File: src/rtl/fp_arith_prestage.sv
// Two-stage front-end for the FP multiply/divide core: unpack, classify, result exponent and exception code.
// Define FP_ARITH_PRESTAGE_SUBNORM_EN to keep subnormals (exponent 1, hidden bit 0) instead of flushing them to zero.
module fp_arith_prestage #(
  parameter int EXP_W = 5,
  parameter int MAN_W = 10,
  parameter int BIAS  = 15
) (
  input  logic                   clock,
  input  logic                   reset,
  input  logic                   io_in_valid,
  output logic                   io_in_ready,
  input  logic                   io_op,
  input  logic [EXP_W+MAN_W:0]   io_fpin1,
  input  logic [EXP_W+MAN_W:0]   io_fpin2,
  output logic                   io_out_valid,
  input  logic                   io_out_ready,
  output logic [EXP_W-1:0]       io_exp_out,
  output logic [MAN_W:0]         io_mout1,
  output logic [MAN_W:0]         io_mout2,
  output logic                   io_sign,
  output logic [2:0]             io_except_code
);

  localparam int W  = EXP_W + MAN_W + 1;
  localparam int EW = EXP_W + 2;
  localparam logic [EXP_W-1:0]        EXP_ONES = '1;
  localparam logic signed [EW-1:0]    BIAS_E   = EW'(BIAS);
  localparam logic signed [EW-1:0]    EMAX_E   = EW'((1 << EXP_W) - 1);

  localparam logic [2:0] CODE_NONE = 3'd0;
  localparam logic [2:0] CODE_OVF  = 3'd1;
  localparam logic [2:0] CODE_UNF  = 3'd2;
  localparam logic [2:0] CODE_DZ   = 3'd3;
  localparam logic [2:0] CODE_INF  = 3'd4;
  localparam logic [2:0] CODE_NAN  = 3'd5;
  localparam logic [2:0] CODE_ZERO = 3'd6;

  typedef struct packed {
    logic             op;
    logic             sa;
    logic             sb;
    logic [EXP_W-1:0] ea;
    logic [EXP_W-1:0] eb;
    logic [MAN_W:0]   ma;
    logic [MAN_W:0]   mb;
    logic             za;
    logic             zb;
    logic             ia;
    logic             ib;
    logic             na;
    logic             nb;
  } s1_t;

  typedef struct packed {
    logic [EXP_W-1:0] exp_o;
    logic [MAN_W:0]   m1;
    logic [MAN_W:0]   m2;
    logic             sign;
    logic [2:0]       code;
  } s2_t;

  // Handshake: a stage moves when its slot is empty or the stage after it moves;
  // a transfer happens only when valid and ready are both high in the same cycle.
  logic v1_q, v1_d, v2_q, v2_d;
  logic adv1, adv2;
  s1_t  s1_q, s1_d, s1_new;
  s2_t  s2_q, s2_d, s2_new;

  logic [EXP_W-1:0] a_exp, b_exp;
  logic [MAN_W-1:0] a_man, b_man;
  logic             a_exp_zero, b_exp_zero, a_exp_ones, b_exp_ones;
  logic             a_man_zero, b_man_zero;

  logic signed [EW-1:0] ea_s, eb_s, e_wide;
  logic is_div, sp_nan, sp_dz, sp_inf, sp_zero;

  always_comb begin
    adv2        = !v2_q || io_out_ready;
    adv1        = !v1_q || adv2;
    io_in_ready = adv1;
  end

  // Stage 1: unpack and classify
  always_comb begin
    a_exp      = io_fpin1[W-2:MAN_W];
    b_exp      = io_fpin2[W-2:MAN_W];
    a_man      = io_fpin1[MAN_W-1:0];
    b_man      = io_fpin2[MAN_W-1:0];
    a_exp_zero = (a_exp == '0);
    b_exp_zero = (b_exp == '0);
    a_exp_ones = (a_exp == EXP_ONES);
    b_exp_ones = (b_exp == EXP_ONES);
    a_man_zero = (a_man == '0);
    b_man_zero = (b_man == '0);

    s1_new    = '0;
    s1_new.op = io_op;
    s1_new.sa = io_fpin1[W-1];
    s1_new.sb = io_fpin2[W-1];
    s1_new.ma = {!a_exp_zero && !a_exp_ones, a_man};
    s1_new.mb = {!b_exp_zero && !b_exp_ones, b_man};
    s1_new.ia = a_exp_ones && a_man_zero;
    s1_new.ib = b_exp_ones && b_man_zero;
    s1_new.na = a_exp_ones && !a_man_zero;
    s1_new.nb = b_exp_ones && !b_man_zero;
`ifdef FP_ARITH_PRESTAGE_SUBNORM_EN
    s1_new.za = a_exp_zero && a_man_zero;
    s1_new.zb = b_exp_zero && b_man_zero;
    s1_new.ea = a_exp_zero ? EXP_W'(1) : a_exp;
    s1_new.eb = b_exp_zero ? EXP_W'(1) : b_exp;
`else
    s1_new.za = a_exp_zero;
    s1_new.zb = b_exp_zero;
    s1_new.ea = a_exp;
    s1_new.eb = b_exp;
`endif

    v1_d = adv1 ? io_in_valid : v1_q;
    s1_d = s1_q;
    if (adv1 && io_in_valid) s1_d = s1_new;
  end

  // Stage 2: exponent arithmetic and prioritised exception code
  always_comb begin
    is_div = !s1_q.op;
    ea_s   = $signed({2'b00, s1_q.ea});
    eb_s   = $signed({2'b00, s1_q.eb});
    e_wide = s1_q.op ? (ea_s + eb_s - BIAS_E) : (ea_s - eb_s + BIAS_E);

    sp_nan  = s1_q.na || s1_q.nb
           || (is_div && s1_q.za && s1_q.zb)
           || (is_div && s1_q.ia && s1_q.ib)
           || (s1_q.op && ((s1_q.za && s1_q.ib) || (s1_q.ia && s1_q.zb)));
    sp_dz   = is_div && s1_q.zb && !s1_q.za && !s1_q.ia && !s1_q.na;
    sp_inf  = s1_q.ia || (s1_q.op && s1_q.ib);
    sp_zero = s1_q.za || (is_div && s1_q.ib) || (s1_q.op && s1_q.zb);

    s2_new      = '0;
    s2_new.m1   = s1_q.ma;
    s2_new.m2   = s1_q.mb;
    s2_new.sign = s1_q.sa ^ s1_q.sb;
    if (sp_nan) begin
      s2_new.code  = CODE_NAN;
      s2_new.exp_o = EXP_ONES;
    end else if (sp_dz) begin
      s2_new.code  = CODE_DZ;
      s2_new.exp_o = EXP_ONES;
    end else if (sp_inf) begin
      s2_new.code  = CODE_INF;
      s2_new.exp_o = EXP_ONES;
    end else if (sp_zero) begin
      s2_new.code  = CODE_ZERO;
      s2_new.exp_o = '0;
    end else if (e_wide >= EMAX_E) begin
      s2_new.code  = CODE_OVF;
      s2_new.exp_o = EXP_ONES;
    end else if (e_wide[EW-1] || (e_wide == '0)) begin
      s2_new.code  = CODE_UNF;
      s2_new.exp_o = '0;
    end else begin
      s2_new.code  = CODE_NONE;
      s2_new.exp_o = e_wide[EXP_W-1:0];
    end

    v2_d = adv2 ? v1_q : v2_q;
    s2_d = s2_q;
    if (adv2 && v1_q) s2_d = s2_new;
  end

  always_ff @(posedge clock) begin
    if (reset) begin
      v1_q <= 1'b0;
      v2_q <= 1'b0;
      s1_q <= '0;
      s2_q <= '0;
    end else begin
      v1_q <= v1_d;
      v2_q <= v2_d;
      s1_q <= s1_d;
      s2_q <= s2_d;
    end
  end

  always_comb begin
    io_out_valid   = v2_q;
    io_exp_out     = s2_q.exp_o;
    io_mout1       = s2_q.m1;
    io_mout2       = s2_q.m2;
    io_sign        = s2_q.sign;
    io_except_code = s2_q.code;
  end

endmodule

File: config.mk
export PLATFORM = sky130hd
export DESIGN_NAME = fp_arith_prestage
export DESIGN_NICKNAME = d
export VERILOG_FILES = /design/src/rtl/fp_arith_prestage.sv
export SDC_FILE = /design/constraint.sdc
export NUM_CORES = 1
export LEC_CHECK = 0
export BUFFER_PORTS_ARGS = -buffer_cell sky130_fd_sc_hd__buf_2
export CAP_MARGIN = 40
export CELL_PAD_IN_SITES_DETAIL_PLACEMENT = 0
export CELL_PAD_IN_SITES_GLOBAL_PLACEMENT = 2
export CORE_ASPECT_RATIO = 1.4
export CORE_MARGIN = 2
export CORE_UTILIZATION = 31
export DETAILED_ROUTE_END_ITERATION = 10
export PLACE_DENSITY = 0.75
export SLEW_MARGIN = 20
export SYNTH_ARGS = -nofsm -noshare
export SYNTH_HDL_FRONTEND = slang
export SYNTH_SLANG_ARGS = --single-unit
export TNS_END_PERCENT = 5
File: constraint.sdc
create_clock -name clock -period 3.6 [get_ports clock]
set_clock_uncertainty 0.1 [all_clocks]
set_input_delay 0.72 -clock clock [delete_from_list [all_inputs] [get_ports clock]]
set_output_delay 0.72 -clock clock [all_outputs]
set_load 0.03 [all_outputs]
# Word level (Yosys, flattened, before mapping)
# Index checks and enable logic that the tools add are counted.
[word_totals] word_cells=91 regBits=74
[op_classes] bitwise_logic=1 n_addsub=4 order_cmp=1 n_reduce_logical=50 n_mux=13 n_eq_ne=2
[op_table] cell="2-to-1 mux 5 bit" count=6
[op_table] cell="logical AND 1 bit" count=22
[op_table] cell="logical NOT 10 bit" count=2
[op_table] cell="logical NOT 1 bit" count=12
[op_table] cell="2-to-1 mux 3 bit" count=4
[op_table] cell="logical OR 1 bit" count=11
[op_table] cell="== test 5 bit (second input constant)" count=2
[op_table] cell="logical NOT 5 bit" count=2
[op_table] cell="adder 6 x 5 -> 7 bit (second input constant)" count=1
[op_table] cell="greater-or-equal comparator 7 x 6 -> 1 bit (second input constant)" count=1
[op_table] cell="logical NOT 7 bit" count=1
[op_table] cell="2-to-1 mux 7 bit" count=1
[op_table] cell="subtractor 6 x 4 -> 7 bit (second input constant)" count=1
[op_table] cell="adder 5 x 5 -> 6 bit" count=1
[op_table] cell="subtractor 5 x 5 -> 6 bit" count=1
[op_table] cell="2-to-1 mux 2 bit" count=2
[op_table] cell="bitwise XOR 1 bit" count=1

# Longest topological paths before layout
# Gate-level depths: netlist of run 1.
[logic_depth] ltp_word=11 mapped_depth=14

# Worst setup path after synthesis of run 1
# OpenSTA, ideal clock, no wires.
[synth_path] path_type="register -> register" from="register s1_q, in the netlist eb_s[2]" to="register s2_q, in the netlist io_exp_out[2]" setup_ns=0.070 path_stages_with_launch=13 arrival_time_ns=2.528 setup_slack_ns=0.903 cell_sequence="dfxtp_1 inv_1 ha_1 inv_1 ha_1 a21o_1 a21oi_2 xnor2_1 a2111o_1 a211o_1 o211ai_2 nand4_1 a21oi_1"
[synth_between] elab_chain_cells=11
[synth_rtl] item="from (decl)" line_no="66" rtl="s1_t s1_q, s1_d, s1_new;"
[synth_rtl] item="from (signal assigned)" line_no="174" rtl="s1_q <= '0;"
[synth_rtl] item="from (signal assigned)" line_no="179" rtl="s1_q <= s1_d;"
[synth_rtl] item="subtractor 5 x 5 -> 6 bit or adder 5 x 5 -> 6 bit (tied branches)" line_no="128" rtl="e_wide = s1_q.op ? (ea_s + eb_s - BIAS_E) : (ea_s - eb_s + BIAS_E);"
[synth_rtl] item="adder 6 x 5 -> 7 bit or subtractor 6 x 4 -> 7 bit (tied branches)" line_no="128"
[synth_rtl] item="2-to-1 mux 7 bit (*)" line_no="128"
[synth_rtl] item="branches (longest 3 deep; another with greater-or-equal comparator 7 x 6 -> 1 bit)"
[synth_rtl] item="2-to-1 mux 5 bit (*)" line_no="154" rtl="end else if (e_wide >= EMAX_E) begin"
[synth_rtl] item="2-to-1 mux 5 bit (*)" line_no="151" rtl="end else if (sp_zero) begin"
[synth_rtl] item="2-to-1 mux 5 bit (*)" line_no="148" rtl="end else if (sp_inf) begin"
[synth_rtl] item="2-to-1 mux 5 bit (*)" line_no="145" rtl="end else if (sp_dz) begin"
[synth_rtl] item="2-to-1 mux 5 bit (*)" line_no="142" rtl="if (sp_nan) begin"
[synth_rtl] item="to (signal assigned)" line_no="175" rtl="s2_q <= '0;"
[synth_rtl] item="to (signal assigned)" line_no="180" rtl="s2_q <= s2_d;"
[synth_rtl] item="to (decl)" line_no="67" rtl="s2_t s2_q, s2_d, s2_new;"
# Mark *: on every way between the ends.
# A chain may end at the register's enable or synchronous reset.

# Final worst setup path of run 1
[layout_path] from="register s1_q, in the netlist eb_s[1]" to="register s2_q, in the netlist io_exp_out[2]"
# Same word-level chain as after synthesis.

==> results of run 1 <==
worst max-delay path by stage:
stage,end,start
3_5_place_dp,io_exp_out[2]$_SDFFE_PP0P_,eb_s[1]$_SDFFE_PP0P_
6_report,io_exp_out[2]$_SDFFE_PP0P_,eb_s[1]$_SDFFE_PP0P_
5_1_grt,io_exp_out[3]$_SDFFE_PP0P_,ea_s[0]$_SDFFE_PP0P_
4_1_cts,io_exp_out[2]$_SDFFE_PP0P_,eb_s[1]$_SDFFE_PP0P_
3_3_place_gp,io_exp_out[2]$_SDFFE_PP0P_,eb_s[1]$_SDFFE_PP0P_
2_1_floorplan,io_exp_out[2]$_SDFFE_PP0P_,eb_s[2]$_SDFFE_PP0P_
flip-flops by register name, summed over array words and instances, names as in the netlist:
name	cells
s1_q	31
io_mout1	11
io_mout2	11
ea_s	5
eb_s	5
io_exp_out	5
io_except_code	3
io_out_valid	1
io_sign	1
v1_q	1
routing by layer:
layer  share of wire [%]  vias to the layer above  routed length [µm]  global-route usage, %
met5                   0                        -                   0                      0
met3                 3.3                       14                 314                   3.52
met2                  53                       49                4970                   29.7
li1                    -                     1675                   -                      -
met4                 2.1                        0                 193                   6.73
met1                  42                     1500                3930                   18.4
power breakdown:
group          total [W]  switching [W]  internal, W
Combinational   0.000428       0.000264     0.000164
Sequential      0.000889      0.0000270     0.000862
Clock            0.00110       0.000350     0.000751
kinds of logic after synthesis:
family	Yosys count
buf+inv	43
flops	74
compound gates	115
mux	3
fa+ha+maj	17
xor+xnor	8
simple gates	195
cells in the mapped netlist (all sizes together) (4+ instances only):
cell type  number
and3            6
a21oi          71
nor2           29
a211oi          4
nor2b           6
a22oi           4
ha             15
xnor2           5
dfxtp          74
or3             4
nor4            5
nand2         121
clkbuf         18
inv            22
nand3           9
o21ai          17
layout make-up:
class	count	area, µm²	area share [%]
flip-flops and latches	74	1480	33.5
inverters	22	82.6	1.87
clock buffers	10	229	5.18
multi-input cells	338	1880	42.6
well taps	144	180	4.08
repair buffers	78	424	9.60
clock inverters	6	138	3.12
per-stage QoR:
stage	utilization (%)	power, W	setup slack, ns
5_1_grt	39.4	0.00253	0.363
4_1_cts	39.4	0.00245	0.537
2_1_floorplan	-	0.00121	0.903
6_report	39.4	0.00242	0.562
3_5_place_dp	36.1	0.00134	0.550
3_3_place_gp	35.9	0.00133	0.662
worst max-delay path: cells and delay by family (launching register included):
family          cells  cell delay (ns)
compound gates      5             1.12
fa+ha+maj           3             0.91
flops               1             0.40
simple gates        2             0.27
buf+inv             3             0.17
==> results by group, run 1 <==
Run status
  – Outcome: finished clean

Pwr
  – Largest voltage drop on the vdd net: 0.315 mV
  – PwrDens: 547 nW/µm²
  – Leakage power: 1.90 nW

Synthesis
  – Post-synthesis async set-or-reset flop share: 0%
  – Sequential element share of the synthesized area: 42.1%
  – Number of cells produced by synthesis: 455
  – Top cell type by total area after synthesis: sky130_fd_sc_hd__dfxtp_1
  – Mux cell area share after synthesis: 1.03%
  – Count of different cell masters after synthesis: 53
  – Post-synthesis instance area: 3520 µm²
  – Synthesized-area fraction occupied by ao, oa, aoi and oai cells: 19.4%
  – Post-synthesis simple-gate area fraction: 23.8%
  – Number of synthesized flops with an enable pin: 0
  – Share of the synthesized netlist area taken by xor and xnor gates: 2.59%
  – Number of nets produced by synthesis: 509
  – Synth Area in Adders: 6.47%
  – Prevailing post-synth register cell: sky130_fd_sc_hd__dfxtp_1
  – Largest family of logic cells by synthesized area: simple AND/OR/NAND/NOR gates
  – #FFs+latches synth: 74
  – Cell types with the largest area share after synthesis: sky130_fd_sc_hd__dfxtp_1 (42%), sky130_fd_sc_hd__nand2_1 (13%), sky130_fd_sc_hd__a21oi_1 (9.8%)
  – Yosys warns: 0
  – Average footprint of a synthesized cell: 7.74 µm²
  – Fraction of post-synthesis cell area in the top cell type by area: 42.1%

STA
  – Period Utilization, post-route: 84.4%
  – Setup repair after global routing missed its margin: false
  – Final Hold Viols: 0
  – Achievable Freq: 329 MHz
  – Relative slew margins: 54.8%
  – Count of pins over their slew limit: 0
  – Clock period minus worst slack: 3.04 ns
  – Final hold slack: 0.349 ns
  – Slew at the pin with the worst max-slew slack: 0.679 ns
  – Setup violation total in the final timing report: 0
  – Fin Setup TNS: 0 ns

Placement
  – HPWL after DPL: 7010 µm
  – Cell Area, Placed: 4050 µm²
  – # placed instances: 656
  – Count of buffers inserted at the top-level ports: 69
  – Routability Congestion: 0.833

Setup path
  – Data required time at the worst endpoint: 3.76 ns
  – Start of the worst register-to-register path: eb_s[1]$_SDFFE_PP0P_
  – Crit path max-delay cell type: sky130_fd_sc_hd__a2111o_1
  – Worst reg2reg endpoint: io_exp_out[2]$_SDFFE_PP0P_
  – Data arrival time at the worst-slack endpoint: 3.20 ns
  – Worst reg2reg setup slack: 0.56 ns
  – Cell chain of the critical path: inv_1 > ha_1 > inv_1 > ha_1 > inv_1 > fa_1 > nand2_1 > o21ai_0 > a2111o_1 > a211o_1 > o211ai_2 > nand4_1 > a21oi_1
  – Kind of critical path: reg2reg
  – Startpoint Class: register
  – Worst r2r path cells: 13
  – Cell with the most instances on the worst path: sky130_fd_sc_hd__inv_1
  – Largest fanout of any net on the critical path: 4
  – Largest stage delay on the critical path: 0.43 ns
  – Endpoint class of the critical path: register

GRT
  – First-pass GRT wire length: 15600 µm
  – Overall global routing resource usage: 16.3%
  – Vias in the first global route: 3273
  – Antenna violations before repair: 0
  – Global-route congestion overflow total: 0
  – Maximum number of pins on one net before global-route repair: 65

Final layout
  – Final non-filler cell total: 672
  – Fraction of final layout cells sized beyond drive strength 1: 19.7%
  – Most used cells in the layout excluding fill and tap cells: sky130_fd_sc_hd__nand2_1 (121), sky130_fd_sc_hd__dfxtp_1 (74), sky130_fd_sc_hd__buf_2 (69), sky130_fd_sc_hd__a21oi_1 (68), sky130_fd_sc_hd__nor2_1 (29)
  – Most frequent standard cell in the layout excluding fill and tap cells: sky130_fd_sc_hd__nand2_1
  – Total inserted antenna cells: 0
  – Area added between synthesis and finish: 25.5%
  – Filler Cells Inserted: 1225
  – Final design instance area without fill: 4420 µm²
  – Post-layout net count: 577

Floorplan
  – Site row count: 46
  – Die Span X: 94.1 µm
  – Starting utilization of the core area: 31.4%
  – Area of the core: 11200 µm²
  – Area of the die: 12200 µm²
  – Count of pins on the block boundary: 70
  – Vert. Die Dim: 130 µm

Clock network
  – TritonCTS clock tree: built
  – Clock buffers created by TritonCTS: 9
  – Max Buffers Root-to-Sink: 2
  – Hold-fix buffers at CTS: 0
  – Setup bufs post-CTS: 0
  – Root Buffer Master: sky130_fd_sc_hd__clkbuf_16
  – Clock transition at the register clock pins on the worst setup and hold paths after CTS: 0.06 ns
  – CTS H-tree depth: 3
  – Post-CTS sizing: 0
  – Clock latency of the later-clocked register in the worst-skew pair: 0.33 ns
  – Number of clock sinks: 74

Route
  – Post-route DRC violation count: 0
  – Drt via density: 4.82
  – Number of routed nets with antenna violations: 0
  – Total detailed-routing wirelength: 9410 µm
  – Final routed wire length divided by cell count: 14.0 µm
  – Routed vias: 3238
  – Iteration count of the initial detailed-routing pass: 4
  – Number of DRC markers in iteration 0: 104

Hold path
  – Worst Hold Class: reg2reg
  – Destination of the worst hold path: io_mout2[7]$_SDFFE_PP0P_
  – Worst Hold Launch: s1_q[13]$_SDFFE_PP0P_
  – Cell depth of the worst min-delay path: 2

Job
  – Maxcap violations: 0
Note: power is estimated with default switching activity, not from simulation.
==> run 2: changes to the inputs <==
--- a/config.mk
+++ b/config.mk
@@ -11,9 +11,9 @@
 export CELL_PAD_IN_SITES_GLOBAL_PLACEMENT = 2
 export CORE_ASPECT_RATIO = 1.4
 export CORE_MARGIN = 2
-export CORE_UTILIZATION = 31
+export CORE_UTILIZATION = 28
 export DETAILED_ROUTE_END_ITERATION = 10
-export PLACE_DENSITY = 0.75
+export PLACE_DENSITY = 0.71
 export SLEW_MARGIN = 20
 export SYNTH_ARGS = -nofsm -noshare
 export SYNTH_HDL_FRONTEND = slang
==> constraint.sdc (replaced) <==
create_clock -name clock -period 2.45 [get_ports clock]
set_clock_uncertainty 0.1 [all_clocks]
set_input_delay 0.49 -clock clock [delete_from_list [all_inputs] [get_ports clock]]
set_output_delay 0.49 -clock clock [all_outputs]
set_load 0.03 [all_outputs]
==> run 2 against run 1 <==
Compared with the run above: the flow now finishes with violations (negative setup slack); die area is 10% higher; worst hold slack got worse by 0.040 ns; register-to-register slack got worse by 0.81 ns; sequential share of layout area fell by 2.3 points; global-route usage down 1.2 points; non-clock buffer count grew 28; critical path type unchanged; largest power group unchanged.
==> results by group, run 2 (synthesized netlist as in run 1, its figures left out) <==
Route
  – Post-route DRC violation count: 0 (unchanged)
  – Iteration count of the initial detailed-routing pass: 7 (+3)
  – Final routed wire length divided by cell count: 14.0 µm (+0.13%)
  – Routed vias: 3367 (+4.0%)
  – Number of DRC markers in iteration 0: 118 (+13%)
  – Drt via density: 4.77 (-1.0%)
  – Number of routed nets with antenna violations: 0 (unchanged)
  – Total detailed-routing wirelength: 9900 µm (+5.2%)

GRT
  – Global Route met1 Usage: 16.2% (-2.2 points)
  – Met2 GRT Util: 27.8% (-1.9 points)
  – Maximum number of pins on one net before global-route repair: 65 (unchanged)
  – Overall global routing resource usage: 15.1% (-1.2 points)
  – Met3 Use GR: 3.47% (-0.049 points)
  – Global-route congestion overflow total: 0 (unchanged)
  – Vias in the first global route: 3422 (+4.6%)
  – Most heavily used metal layer in global routing: met2
  – Antenna violations before repair: 0 (unchanged)
  – First-pass GRT wire length: 16100 µm (+3.6%)

STA
  – Achievable Freq: 370 MHz (+12%)
  – Period Utilization, post-route: 110% (+26 points)
  – Setup repair after global routing missed its margin: true
  – Setup violation total in the final timing report: 7 (+7)
  – Slew at the pin with the worst max-slew slack: 0.710 ns (+0.0314 ns)
  – Relative slew margins: 52.7% (-2.1 points)
  – Setup WS post-layout: -0.252 ns (-0.814 ns)
  – Final Hold Viols: 0 (unchanged)
  – Count of pins over their slew limit: 0 (unchanged)
  – Clock period minus worst slack: 2.70 ns (-0.336 ns)
  – Final hold slack: 0.309 ns (-0.0398 ns)

Setup path
  – Data required time at the worst endpoint: 2.62 ns (-1.14 ns)
  – Start of the worst register-to-register path: ea_s[0]$_SDFFE_PP0P_
  – Cell chain of the critical path: inv_2 > ha_4 > fa_2 > nand2b_4 > a21oi_4 > nand2b_1 > o31ai_2 > a311oi_1 > buf_4 > o211ai_1 > nand3_1 > a41o_1
  – Worst reg2reg setup slack: -0.25 ns (-0.81 ns)
  – Largest stage delay on the critical path: 0.36 ns (-0.07 ns)
  – Start point of the critical path: ea_s[0]$_SDFFE_PP0P_
  – Endpoint class of the critical path: register
  – Startpoint Class: register
  – Kind of critical path: reg2reg
  – Largest fanout of any net on the critical path: 4 (unchanged)
  – Crit path max-delay cell type: sky130_fd_sc_hd__fa_2
  – Data arrival time at the worst-slack endpoint: 2.87 ns (-0.33 ns)
  – Worst r2r path cells: 12 (-1)

Hold path
  – Worst Hold Class: in2reg
  – Worst Hold Launch: io_fpin1[1]
  – Cell depth of the worst min-delay path: 3 (+1)

Floorplan
  – Count of pins on the block boundary: 70 (unchanged)
  – Area of the die: 13500 µm² (+10%)
  – Area of the core: 12300 µm² (+9.7%)
  – Vert. Die Dim: 137 µm (+5.1%)
  – Site row count: 48 (+4.3%)
  – Starting utilization of the core area: 28.6% (-2.8 points)
  – Die Span X: 98.8 µm (+5.0%)

Clock network
  – Clock transition at the register clock pins on the worst setup and hold paths after CTS: 0.06 ns (about the same)
  – Hold-fix buffers at CTS: 0 (unchanged)
  – Setup bufs post-CTS: 0 (unchanged)
  – TritonCTS clock tree: built
  – Clock buffers created by TritonCTS: 9 (unchanged)
  – Number of clock sinks: 74 (unchanged)
  – Max Buffers Root-to-Sink: 2 (unchanged)
  – CTS H-tree depth: 3 (unchanged)
  – Clock latency of the later-clocked register in the worst-skew pair: 0.33 ns (about the same)
  – Root Buffer Master: sky130_fd_sc_hd__clkbuf_16

Final layout
  – Top reg by flops: s1_q
  – Final design instance area without fill: 4770 µm² (+7.9%)
  – Most frequent standard cell in the layout excluding fill and tap cells: sky130_fd_sc_hd__nand2_1
  – Post-layout net count: 605 (+4.9%)
  – Fraction of final layout cells sized beyond drive strength 1: 29.5% (+9.8 points)
  – Area added between synthesis and finish: 35.4%
  – Most used cells in the layout excluding fill and tap cells: sky130_fd_sc_hd__nand2_1 (121), sky130_fd_sc_hd__dfxtp_1 (69), sky130_fd_sc_hd__buf_2 (69), sky130_fd_sc_hd__a21oi_1 (68), sky130_fd_sc_hd__buf_4 (37)
  – Max FFs per register: 31 (unchanged)
  – Total inserted antenna cells: 0 (unchanged)

Placement
  – HPWL after DPL: 7360 µm (+5.0%)
  – Cell Area, Placed: 4330 µm² (+6.9%)
  – Routability Congestion: 0.785 (-5.8%)
  – Count of buffers inserted at the top-level ports: 69 (unchanged)

Run status
  – Outcome: finished, violations left
  – Failing checks: negative setup slack

Pwr
  – Leakage power: 2.04 nW (+7.4%)
  – Total power: 0.00350 W (+45%)
  – PwrDens: 734 nW/µm² (+34%)
  – Largest voltage drop on the vdd net: 0.405 mV (+29%)

Job
  – Maxcap violations: 0 (unchanged)
[run 2: cell count changes in the layout (fill, tap and decap cells not counted), sizes merged]
cell and delta:
buf +28, clkbuf +3, bufinv -3
[run 2: metal layers]
layer	part of all wire, %	wire length [µm]	up-vias
met2	52	5150	54
met5	0	0	-
met1	42	4120	1574
met3	3.4	336	16
met4	2.9	290	0
li1	-	-	1723
[run 2: final timing paths]
kind,end
min,s1_q[18]$_SDFFE_PP0P_
min reg2reg,io_mout1[5]$_SDFFE_PP0P_
max,io_except_code[1]$_SDFFE_PP0P_
max reg2reg,io_except_code[1]$_SDFFE_PP0P_
[run 2: report_power, final]
| part | internal, W | switching, W |
|---|---|---|
| clock | 0.000902 | 0.000500 |
| combinational | 0.000354 | 0.000437 |
| sequential | 0.00127 | 0.0000366 |
[run 2: timing repair]
| item | 4_1_cts | 5_1_grt |
|---|---|---|
| gates cloned | 0 | 0 |
| setup endpoints to repair | 7 | 7 |
| pin swaps | 19 | 2 |
| resized for setup | 22 | 3 |
[run 2: critical path, delay by kind of cell (launching register included)]
family	cells	cell delay, ns
AO/OA/AOI/OAI	5	0.94
adder cells (fa/ha/maj)	2	0.51
buffers and inverters	2	0.25
AND/OR/NAND/NOR	3	0.51
flip-flops	1	0.33
[run 2: layout make-up]
| cell class | instances | area [µm²] |
|---|---|---|
| sequential | 74 | 1490 |
| clock buffer | 13 | 280 |
| clock inverter | 3 | 43.8 |
| timing repair buffer | 106 | 623 |
| inverter | 22 | 82.6 |
| tap | 150 | 188 |
| fill | 1296 | 7540 |
| multi-input combinational | 338 | 2060 |
[run 2: per-stage QoR]
step	utilization, %	std cells	TNS (ns)	setup slack (ns)
2_1_floorplan	-	455	-0.559	-0.112
3_3_place_gp	35.2	690	-2.47	-0.411
3_5_place_dp	35.2	690	-2.88	-0.490
4_1_cts	38.6	706	-1.31	-0.283
5_1_grt	38.7	706	-2.41	-0.415
6_report	38.7	706	-1.29	-0.252
==> run 3: changes to the inputs <==
--- a/config.mk
+++ b/config.mk
@@ -14,6 +14,7 @@
 export CORE_UTILIZATION = 28
 export DETAILED_ROUTE_END_ITERATION = 10
 export PLACE_DENSITY = 0.71
+export SETUP_SLACK_MARGIN = 0.15
 export SLEW_MARGIN = 20
 export SYNTH_ARGS = -nofsm -noshare
 export SYNTH_HDL_FRONTEND = slang
==> run 3 against run 2 <==
Compared with the run above: the flow still finishes with violations (negative setup slack); critical path depth did not move; utilization did not move; count of clock-buffer cells in the layout did not move; final cell count did not move; fmax barely moved; routed wire length barely moved; combinational power barely moved; die area did not move; cell area did not move; critical path type unchanged.
==> results by group, run 3 (synthesized netlist as in run 1, its figures left out) <==
STA
  – Clock period minus worst slack: 2.70 ns (-0.000918 ns)
  – Achievable Freq: 370 MHz (about the same)
  – Slew at the pin with the worst max-slew slack: 0.706 ns (-0.00419 ns)
  – Setup repair after global routing missed its margin: true
  – Period Utilization, post-route: 110% (about the same)
  – Setup violation total in the final timing report: 7 (unchanged)
  – Count of pins over their slew limit: 0 (unchanged)
  – Final Hold Viols: 0 (unchanged)
  – Setup WS post-layout: -0.251 ns (+0.000918 ns)
  – Relative slew margins: 53.0% (+0.28 points)

Placement
  – Count of buffers inserted at the top-level ports: 69 (unchanged)
  – Cell Area, Placed: 4330 µm² (unchanged)
  – Post-placement setup slack: -0.490 ns (unchanged)
  – HPWL after DPL: 7360 µm (unchanged)
  – Routability Congestion: 0.785 (unchanged)
  – # placed instances: 690 (unchanged)

Setup path
  – Data required time at the worst endpoint: 2.62 ns (about the same)
  – Startpoint Class: register
  – Kind of critical path: reg2reg
  – Largest fanout of any net on the critical path: 4 (unchanged)
  – Endpoint class of the critical path: register
  – Data arrival time at the worst-slack endpoint: 2.87 ns (about the same)

Final layout
  – Final non-filler cell total: 706 (unchanged)
  – Max FFs per register: 31 (unchanged)
  – Area added between synthesis and finish: 35.4% (unchanged)
  – Final design instance area without fill: 4770 µm² (unchanged)
  – Fraction of final layout cells sized beyond drive strength 1: 29.5% (unchanged)
  – Top reg by flops: s1_q
  – Most frequent standard cell in the layout excluding fill and tap cells: sky130_fd_sc_hd__nand2_1
  – Most used cells in the layout excluding fill and tap cells: sky130_fd_sc_hd__nand2_1 (121), sky130_fd_sc_hd__dfxtp_1 (69), sky130_fd_sc_hd__buf_2 (69), sky130_fd_sc_hd__a21oi_1 (68), sky130_fd_sc_hd__buf_4 (37)
  – Post-layout net count: 605 (unchanged)
  – Total inserted antenna cells: 0 (unchanged)

Pwr
  – Total power: 0.00350 W (about the same)
  – PwrDens: 734 nW/µm² (about the same)
  – Largest voltage drop on the vdd net: 0.408 mV (+0.78%)
  – Leakage power: 2.04 nW (unchanged)

Route
  – Post-route DRC violation count: 0 (unchanged)
  – Number of routed nets with antenna violations: 0 (unchanged)
  – Iteration count of the initial detailed-routing pass: 7 (unchanged)
  – Final routed wire length divided by cell count: 14.0 µm (about the same)
  – Routed vias: 3372 (+0.15%)
  – Drt via density: 4.78 (+0.15%)
  – Number of DRC markers in iteration 0: 157 (+33%)
  – Total detailed-routing wirelength: 9900 µm (about the same)

Clock network
  – Clock latency of the later-clocked register in the worst-skew pair: 0.33 ns (about the same)
  – Hold-fix buffers at CTS: 0 (unchanged)
  – Clock buffers created by TritonCTS: 9 (unchanged)
  – Number of clock sinks: 74 (unchanged)
  – CTS H-tree depth: 3 (unchanged)
  – Root Buffer Master: sky130_fd_sc_hd__clkbuf_16
  – TritonCTS clock tree: built
  – Setup bufs post-CTS: 0 (unchanged)
  – Max Buffers Root-to-Sink: 2 (unchanged)
  – Clock transition at the register clock pins on the worst setup and hold paths after CTS: 0.06 ns (about the same)

Floorplan
  – Area of the core: 12300 µm² (unchanged)
  – Vert. Die Dim: 137 µm (unchanged)
  – Count of pins on the block boundary: 70 (unchanged)
  – Die Span X: 98.8 µm (unchanged)
  – Starting utilization of the core area: 28.6% (unchanged)
  – Site row count: 48 (unchanged)
  – Area of the die: 13500 µm² (unchanged)

GRT
  – Maximum number of pins on one net before global-route repair: 65 (unchanged)
  – First-pass GRT wire length: 16100 µm (unchanged)
  – Vias in the first global route: 3422 (unchanged)
  – Global-route congestion overflow total: 0 (unchanged)
  – Antenna violations before repair: 0 (unchanged)
  – Overall global routing resource usage: 15.1% (unchanged)

Hold path
  – Worst Hold Class: in2reg

Job
  – Maxcap violations: 0 (unchanged)

Run status
  – Outcome: finished, violations left
  – Failing checks: negative setup slack
run 3: cell counts in the layout (fill, tap and decap cells not counted):
No cell type changed its count.
run 3: path summary, 6_finish.rpt:
check	depth (start not counted)	slack, ns	start	to
worst max-delay path	12	-0.25	ea_s[0]$_SDFFE_PP0P_	io_except_code[1]$_SDFFE_PP0P_
worst min-delay path	3	0.31	io_fpin1[1]	s1_q[18]$_SDFFE_PP0P_
worst max register to register	12	-0.25	ea_s[0]$_SDFFE_PP0P_	io_except_code[1]$_SDFFE_PP0P_
worst min register to register	2	0.35	s1_q[22]$_SDFFE_PP0P_	io_mout1[5]$_SDFFE_PP0P_
run 3: through the flow:
| step | hold slack, ns | TNS, ns | util [%] |
|---|---|---|---|
| 6_report | 0.307 | -1.29 | 38.7 |
| 5_1_grt | 0.304 | -2.41 | 38.7 |
| 4_1_cts | 0.296 | -1.31 | 38.6 |
| 3_5_place_dp | 0.343 | -2.88 | 35.2 |
| 3_3_place_gp | 0.340 | -2.47 | 35.2 |
| 2_1_floorplan | 0.332 | -0.559 | - |
run 3: repair_timing:
| action | 4_1_cts | 5_1_grt |
|---|---|---|
| gates resized for setup | 22 | 3 |
| cloned | 0 | 0 |
| endpoints found under the setup margin | 7 | 7 |
| pin swaps | 19 | 2 |
run 3: worst max-delay path: stages (launching register included):
cell	delay, ns
sky130_fd_sc_hd__dfxtp_2	0.33
sky130_fd_sc_hd__inv_2	0.05
sky130_fd_sc_hd__ha_4	0.15
sky130_fd_sc_hd__fa_2	0.36
sky130_fd_sc_hd__nand2b_4	0.16
sky130_fd_sc_hd__a21oi_4	0.18
sky130_fd_sc_hd__nand2b_1	0.21
sky130_fd_sc_hd__o31ai_2	0.10
sky130_fd_sc_hd__a311oi_1	0.33
sky130_fd_sc_hd__buf_4	0.20
sky130_fd_sc_hd__o211ai_1	0.16
sky130_fd_sc_hd__nand3_1	0.14
sky130_fd_sc_hd__a41o_1	0.17
run 3: where the power goes:
group | switching (W) | leakage [nW] | total, W | internal, W
Sequential | 0.0000366 | 0.609 | 0.00130 | 0.00127
Combinational | 0.000437 | 1.27 | 0.000791 | 0.000354
Clock | 0.000501 | 0.162 | 0.00140 | 0.000902
Total | 0.000975 | 2.04 | 0.00350 | 0.00252
run 3: layer usage:
layer	up-vias	global-route usage, %	part of all wire [%]
li1	1723	-	-
met1	1578	16.2	41
met2	55	27.8	52
met3	16	3.47	3.6
met4	0	7.08	3.0
met5	-	0	0
run 3: area by class of cell:
class	instances	area (µm²)
clock buffer	13	280
inverter	22	82.6
timing repair buffer	106	623
tap	150	188
multi-input combinational	338	2060
fill	1296	7540
sequential	74	1490
clock inverter	3	43.8
